**config.mk**
```make
export PLATFORM = sky130hd
export DESIGN_NAME = pe_col_drain_flat
export DESIGN_NICKNAME = d
export VERILOG_FILES = /design/src/rtl/pe_col_drain_if.sv /design/src/rtl/pe_col_drain.sv /design/src/flat_wrapper.sv
export SDC_FILE = /design/constraint.sdc
export NUM_CORES = 1
export LEC_CHECK = 0
export CORE_MARGIN = 2
export CORE_UTILIZATION = 52
export DETAILED_ROUTE_END_ITERATION = 8
export PLACE_DENSITY = 0.84
export SYNTH_ARGS = -nofsm -noshare
export SYNTH_HDL_FRONTEND = slang
export SYNTH_SLANG_ARGS = --single-unit
```
**constraint.sdc**
```tcl
create_clock -name clk -period 2.8 [get_ports clk]
set_input_delay 0.28 -clock clk [delete_from_list [all_inputs] [get_ports clk]]
set_output_delay 0.28 -clock clk [all_outputs]
set_load 0.05 [all_outputs]
```
**src/rtl/pe_col_drain_if.sv**
```systemverilog
// Handshake bundle between one PE column drain, the array controller and the result writer.
`timescale 1ns/1ps
interface pe_col_drain_if #(
  parameter int ACC_BW = 32,
  parameter int MUL_BW = 16
);
  logic                     start_i;
  logic signed [ACC_BW-1:0] o_i;
  logic                     o_vld_i;
  logic signed [MUL_BW-1:0] res_o;
  logic                     res_vld_o;
  logic                     res_rdy_i;
  logic                     busy_o;
  logic                     done_o;
  logic                     ovf_o;

  modport slave (
    input  start_i, o_i, o_vld_i, res_rdy_i,
    output res_o, res_vld_o, busy_o, done_o, ovf_o
  );

  modport master (
    output start_i, o_i, o_vld_i, res_rdy_i,
    input  res_o, res_vld_o, busy_o, done_o, ovf_o
  );
endinterface

```
**src/rtl/pe_col_drain.sv**
```systemverilog
// Bottom-of-column reader: saturates/truncates ACC_BW partial sums to MUL_BW fixed point,
// buffers one tile of DEPTH results and streams them out over valid/ready.
`timescale 1ns/1ps
module pe_col_drain #(
  parameter int INT_BW = 5,
  parameter int FRA_BW = 10,
  parameter int MUL_BW = 16,
  parameter int ACC_BW = 32,
  parameter int DEPTH  = 8
) (
  input  logic             clk,
  input  logic             rst_n,
  pe_col_drain_if.slave    bus
);

  localparam int PTR_W = (DEPTH > 1) ? $clog2(DEPTH) : 1;
  localparam int CNT_W = $clog2(DEPTH + 1);
  localparam int MAG_W = INT_BW + 2 * FRA_BW;

  // Largest/smallest accumulator values that still fit the result format after the shift.
  localparam logic signed [ACC_BW-1:0] MAXA = $signed((ACC_BW'(1) << MAG_W) - ACC_BW'(1));
  localparam logic signed [ACC_BW-1:0] MINA = ~MAXA;

  typedef enum logic [1:0] {IDLE, CAPTURE, DRAIN} state_e;

  function automatic logic is_sat(input logic signed [ACC_BW-1:0] a);
    return (a > MAXA) || (a < MINA);
  endfunction

  function automatic logic signed [MUL_BW-1:0] sat_round(input logic signed [ACC_BW-1:0] a);
    if (a > MAXA)      return {1'b0, {(MUL_BW-1){1'b1}}};
    else if (a < MINA) return {1'b1, {(MUL_BW-1){1'b0}}};
    else               return a[FRA_BW+MUL_BW-1:FRA_BW];
  endfunction

  function automatic logic [PTR_W-1:0] ptr_inc(input logic [PTR_W-1:0] p);
    return (p == PTR_W'(DEPTH - 1)) ? '0 : p + 1'b1;
  endfunction

  state_e                   state_q;
  logic [PTR_W-1:0]         wr_ptr_q;
  logic [PTR_W-1:0]         rd_ptr_q;
  logic [CNT_W-1:0]         cnt_q;
  logic [CNT_W-1:0]         wr_cnt_q;
  logic                     done_q;
  logic                     ovf_q;
  logic signed [MUL_BW-1:0] mem [DEPTH];

  logic                     wr_en;
  logic                     rd_en;
  logic [CNT_W-1:0]         cnt_d;
  logic [CNT_W-1:0]         wr_cnt_d;
  logic signed [MUL_BW-1:0] conv_res;
  logic                     conv_ovf;

  always_comb begin
    wr_en    = (state_q == CAPTURE) && bus.o_vld_i && (wr_cnt_q != CNT_W'(DEPTH));
    rd_en    = (cnt_q != '0) && bus.res_rdy_i;
    cnt_d    = cnt_q + CNT_W'(wr_en) - CNT_W'(rd_en);
    wr_cnt_d = wr_cnt_q + CNT_W'(wr_en);
    conv_res = sat_round(bus.o_i);
    conv_ovf = is_sat(bus.o_i);
  end

  // Control: state, pointers, occupancy and status flags.
  always_ff @(posedge clk or negedge rst_n) begin
    if (!rst_n) begin
      state_q  <= IDLE;
      wr_ptr_q <= '0;
      rd_ptr_q <= '0;
      cnt_q    <= '0;
      wr_cnt_q <= '0;
      done_q   <= 1'b0;
      ovf_q    <= 1'b0;
    end else begin
      done_q <= 1'b0;
      unique case (state_q)
        IDLE: begin
          if (bus.start_i) begin
            state_q  <= CAPTURE;
            ovf_q    <= 1'b0;
            wr_cnt_q <= '0;
            wr_ptr_q <= '0;
            rd_ptr_q <= '0;
            cnt_q    <= '0;
          end
        end
        CAPTURE: begin
          if (wr_en) begin
            wr_ptr_q <= ptr_inc(wr_ptr_q);
            wr_cnt_q <= wr_cnt_d;
            if (conv_ovf) ovf_q <= 1'b1;
          end
          if (rd_en) rd_ptr_q <= ptr_inc(rd_ptr_q);
          cnt_q <= cnt_d;
          // Once the whole tile is written, either finish at once or keep draining.
          if (wr_cnt_d == CNT_W'(DEPTH)) begin
            if (cnt_d == '0) begin
              state_q <= IDLE;
              done_q  <= 1'b1;
            end else begin
              state_q <= DRAIN;
            end
          end
        end
        DRAIN: begin
          if (rd_en) rd_ptr_q <= ptr_inc(rd_ptr_q);
          cnt_q <= cnt_d;
          if (cnt_d == '0) begin
            state_q <= IDLE;
            done_q  <= 1'b1;
          end
        end
        default: state_q <= IDLE;
      endcase
    end
  end

  // Result storage: data only, never reset.
  always_ff @(posedge clk) begin
    if (wr_en) mem[wr_ptr_q] <= conv_res;
  end

  assign bus.res_vld_o = (cnt_q != '0);
  assign bus.res_o     = bus.res_vld_o ? mem[rd_ptr_q] : '0;
  assign bus.busy_o    = (state_q != IDLE);
  assign bus.done_o    = done_q;
  assign bus.ovf_o     = ovf_q;

endmodule
```
**src/flat_wrapper.sv**
```systemverilog
// flat-port wrapper written by rule: the top's interface ports become plain ports
module pe_col_drain_flat 
#(
  parameter int INT_BW = 5,
  parameter int FRA_BW = 10,
  parameter int MUL_BW = 16,
  parameter int ACC_BW = 32,
  parameter int DEPTH  = 8
)
  (clk, rst_n, bus_start_i, bus_o_i, bus_o_vld_i, bus_res_rdy_i, bus_res_o, bus_res_vld_o, bus_busy_o, bus_done_o, bus_ovf_o);
  pe_col_drain_if #(.ACC_BW(ACC_BW), .MUL_BW(MUL_BW)) bus_i ();
  input  logic clk;
  input  logic rst_n;
  input wire logic [$bits(bus_i.start_i)-1:0] bus_start_i;
  input wire logic [$bits(bus_i.o_i)-1:0] bus_o_i;
  input wire logic [$bits(bus_i.o_vld_i)-1:0] bus_o_vld_i;
  input wire logic [$bits(bus_i.res_rdy_i)-1:0] bus_res_rdy_i;
  output wire logic [$bits(bus_i.res_o)-1:0] bus_res_o;
  output wire logic [$bits(bus_i.res_vld_o)-1:0] bus_res_vld_o;
  output wire logic [$bits(bus_i.busy_o)-1:0] bus_busy_o;
  output wire logic [$bits(bus_i.done_o)-1:0] bus_done_o;
  output wire logic [$bits(bus_i.ovf_o)-1:0] bus_ovf_o;
  assign bus_i.start_i = bus_start_i;
  assign bus_i.o_i = bus_o_i;
  assign bus_i.o_vld_i = bus_o_vld_i;
  assign bus_i.res_rdy_i = bus_res_rdy_i;
  assign bus_res_o = bus_i.res_o;
  assign bus_res_vld_o = bus_i.res_vld_o;
  assign bus_busy_o = bus_i.busy_o;
  assign bus_done_o = bus_i.done_o;
  assign bus_ovf_o = bus_i.ovf_o;
  pe_col_drain #(.INT_BW(INT_BW), .FRA_BW(FRA_BW), .MUL_BW(MUL_BW), .ACC_BW(ACC_BW), .DEPTH(DEPTH)) u_core (.clk(clk), .rst_n(rst_n), .bus(bus_i));
endmodule
```
==> results.sh <==
export IMPL_cts_htree_levels=4
export IMPL_syn_num_nets=438
export IMPL_yosysWarnings=0
export IMPL_postSynthCellCount=386
export IMPL_cp_end_kind="register"
export IMPL_start_util_pct=52.9
export IMPL_clock_sinks=146
export IMPL_diodes=0
export IMPL_maxCapViolCount=0
export IMPL_grt_pass1_wl_um=20300
export IMPL_utilization_pct=65.7
export IMPL_detail_route_wl_per_cell_um=21.3
export IMPL_fin_nets=510
export IMPL_io_pins=57
export IMPL_p_total_mw=8.79
export IMPL_dieWidth_um=114
export IMPL_path_cells="inv_2, ha_4, and3_4, inv_8, nand2_4, inv_2, ha_4, inv_4, ha_4, inv_2, fa_1, nor3b_2, nand2_1, mux2i_4, o21ai_1, a2bb2oi_1"
export IMPL_drive_gt1_share_pct=27.4
export IMPL_io_buffers=46
export IMPL_coreArea_mm2=0.0120
export IMPL_ys_ff_latch=146
export IMPL_cp_start_kind="register"
export IMPL_crit_end="u_core.state_q[0]"
export IMPL_cts_max_path_buffers=2
export IMPL_clock_latency_ns=0.42
export IMPL_fin_crit_sh_pct=97.2
export IMPL_first_pass_iters=5
export IMPL_viasPerCell=5.88
export IMPL_cpLargestDelayFamily="adder cells"
export IMPL_cp_slowest_stage_delay_ns=0.50
export IMPL_placed_area_mm2=0.00720
export IMPL_cts_buffers=17
export IMPL_rows=40
export IMPL_fin_crit_ns=2.72
export IMPL_ff2ff_path_depth=16
export IMPL_synth_area_mm2=0.00633
export IMPL_overflow=0
export IMPL_antenna_found_initial=0
export IMPL_fin_area_mm2=0.00786
export IMPL_finalHoldViolCount=0
export IMPL_tritoncts="done"
export IMPL_clk_pin_slew_ns=0.06
export IMPL_tightest_slew_ns=0.887
export IMPL_drt_iter0_markers=401
export IMPL_worst_hold_path_type="input pin to async pin"
export IMPL_ir_worst_vdd_uv=495
export IMPL_drc=0
export IMPL_grt_max_degree=25
export IMPL_vias=3636
export IMPL_avgSynthCellArea_um2=16.4
export IMPL_startpoint="u_core.cnt_q[3]"
export IMPL_place_gp_congestion=0.727
export IMPL_crit_cells=16
export IMPL_clock_skew_ns=0.0112
export IMPL_crit_fanout=4
export IMPL_r2r_slack_ns=0.08
export IMPL_cts_hold_fix_buffers=0
export IMPL_fmax_mhz=368
export IMPL_cp_slowest_cell="fa_1"
export IMPL_crit_required_ns=3.10
export IMPL_setup_viol=0
export IMPL_cp_buffers_inverters=5
export IMPL_critPathKind="register to register"
export IMPL_pwr_density_cell_mw_per_mm2=1120
export IMPL_timing_final_max_slew_violations=0
export IMPL_grt_usage_pct=21.6
export IMPL_ys_seq_area_share_pct=67.8
export IMPL_synthArstFlopShare_pct=12.3
export IMPL_slew_headroom_pct=40.7
export IMPL_r2r_start="u_core.cnt_q[3]"
export IMPL_synthToLayoutAreaGrowth_pct=24.1
export IMPL_die_area_mm2=0.0131
export IMPL_hold_slack_ns=0.363
export IMPL_ant_nets=0
export IMPL_yosysUniqueCellTypes=48
export IMPL_power_leakage_nw=2.88
export IMPL_die_h_um=114
export IMPL_grt_pass1_vias=3752
export IMPL_hpwlAfterDp_um=7530
export IMPL_synth_ff_type="edfxtp_1"
export IMPL_critical_path_arrival_ns=3.02
export IMPL_synth_edf_count=128
export IMPL_drt_total_wl_um=13200
export IMPL_clockRootBuffer="clkbuf_16"
export IMPL_n_fill_cell=772
export IMPL_status="complete, no violations"
export IMPL_reg2reg_to="u_core.state_q[0]"
-- cell usage after synthesis (7+ instances only) --
| master | count | area, um^2 |
|---|---|---|
| dfrtp_1 | 18 | 450 |
| buf_6 | 7 | 78.8 |
| edfxtp_1 | 128 | 3840 |
| o21ai_0 | 11 | 55.1 |
| nor2_1 | 28 | 105 |
| mux2i_1 | 17 | 170 |
| ha_1 | 14 | 175 |
| nand2_1 | 50 | 188 |
| buf_2 | 8 | 40.0 |
| inv_1 | 14 | 52.6 |
| mux4_2 | 32 | 721 |
-- metal layers --
layer	up-vias	GRT usage [%]	part of all wire (%)
met3	21	4.76	4.4
met5	-	0	0
met2	112	37.3	52
li1	1625	-	-
met1	1878	27.1	42
met4	0	7.64	1.5
-- cell type report --
| type | instances | area (um^2) | share of cell area [%] |
|---|---|---|---|
| inverters | 17 | 73.8 | 0.940 |
| clock buffers | 17 | 425 | 5.41 |
| flip-flops and latches | 146 | 4300 | 54.7 |
| well taps | 147 | 184 | 2.34 |
| multi-input cells | 206 | 1920 | 24.5 |
| clock inverters | 15 | 155 | 1.97 |
| repair buffers | 70 | 801 | 10.2 |
-- stage by stage --
stage / instances / setup slack (ns) / TNS (ns)
3_5_place_dp: 585 / -0.137 / -0.182
3_3_place_gp: 585 / -0.0197 / -0.0197
5_1_grt: 618 / -0.0116 / -0.0116
6_report: 618 / 0.0793 / 0
4_1_cts: 618 / 0.0183 / 0
2_1_floorplan: 386 / -0.0188 / -0.0188
-- how the worst min path moves through the flow --
stage / end / slack [ns] / cells after the start
after floorplan: u_core.bus.done_o / -0.02 / 0
after global placement: u_core.cnt_q[3] / 0.47 / 2
after detailed placement: u_core.cnt_q[0] / 0.48 / 1
after CTS: u_core.wr_cnt_q[0] / 0.37 / 1
after global routing: u_core.wr_cnt_q[0] / 0.43 / 1
final: u_core.wr_cnt_q[0] / 0.36 / 1
-- state kept, by name (all words and copies together) (netlist names) --
signal,cells
u_core.bus.done_o,1
u_core.bus.ovf_o,1
u_core.cnt_q,4
u_core.mem,128
u_core.rd_ptr_q,3
u_core.state_q,2
u_core.wr_cnt_q,4
u_core.wr_ptr_q,3
-- cell usage in the layout, fill, tap and decap left out, types with 3 or more instances in the layout --
cell type and n:
edfxtp_1 128, nand2_1 50, mux4_2 32, clkdlybuf4s50_1 30, nor2_1 28, buf_4 24
clkbuf_16 17, dfrtp_1 17, mux2i_1 16, buf_12 16, o21ai_0 11, ha_1 11
inv_1 10, inv_2 5, nand3_1 5, a21o_1 5, inv_6 5, nor4_1 3
a221o_1 3, ha_4 3, clkinv_4 3
-- where the power goes --
group          total, mW  switching (mW)  leakage [nW]  internal (mW)
logic               3.85            2.13          1.22           1.72
registers           2.71           0.113          1.38           2.60
clock network       2.22           0.902         0.284           1.32
total               8.79            3.15          2.88           5.64
-- kinds of logic after synthesis --
| kind of cell | synth area share [%] |
|---|---|
| flip-flops | 67.8 |
| AND/OR/NAND/NOR | 7.53 |
| multiplexers | 14.2 |
| AO/OA/AOI/OAI | 3.85 |
| buffers and inverters | 3.04 |
| adder cells (fa/ha/maj) | 3.08 |
| XOR/XNOR | 0.415 |
-- timing repair --
item,CTS,global route
endpoints found under the hold margin,0,0
endpoints found under the setup margin,3,3
pin swaps,6,3
gates resized for setup,11,4
buffers inserted,1,0
Power figures use the tool's default switching activity.
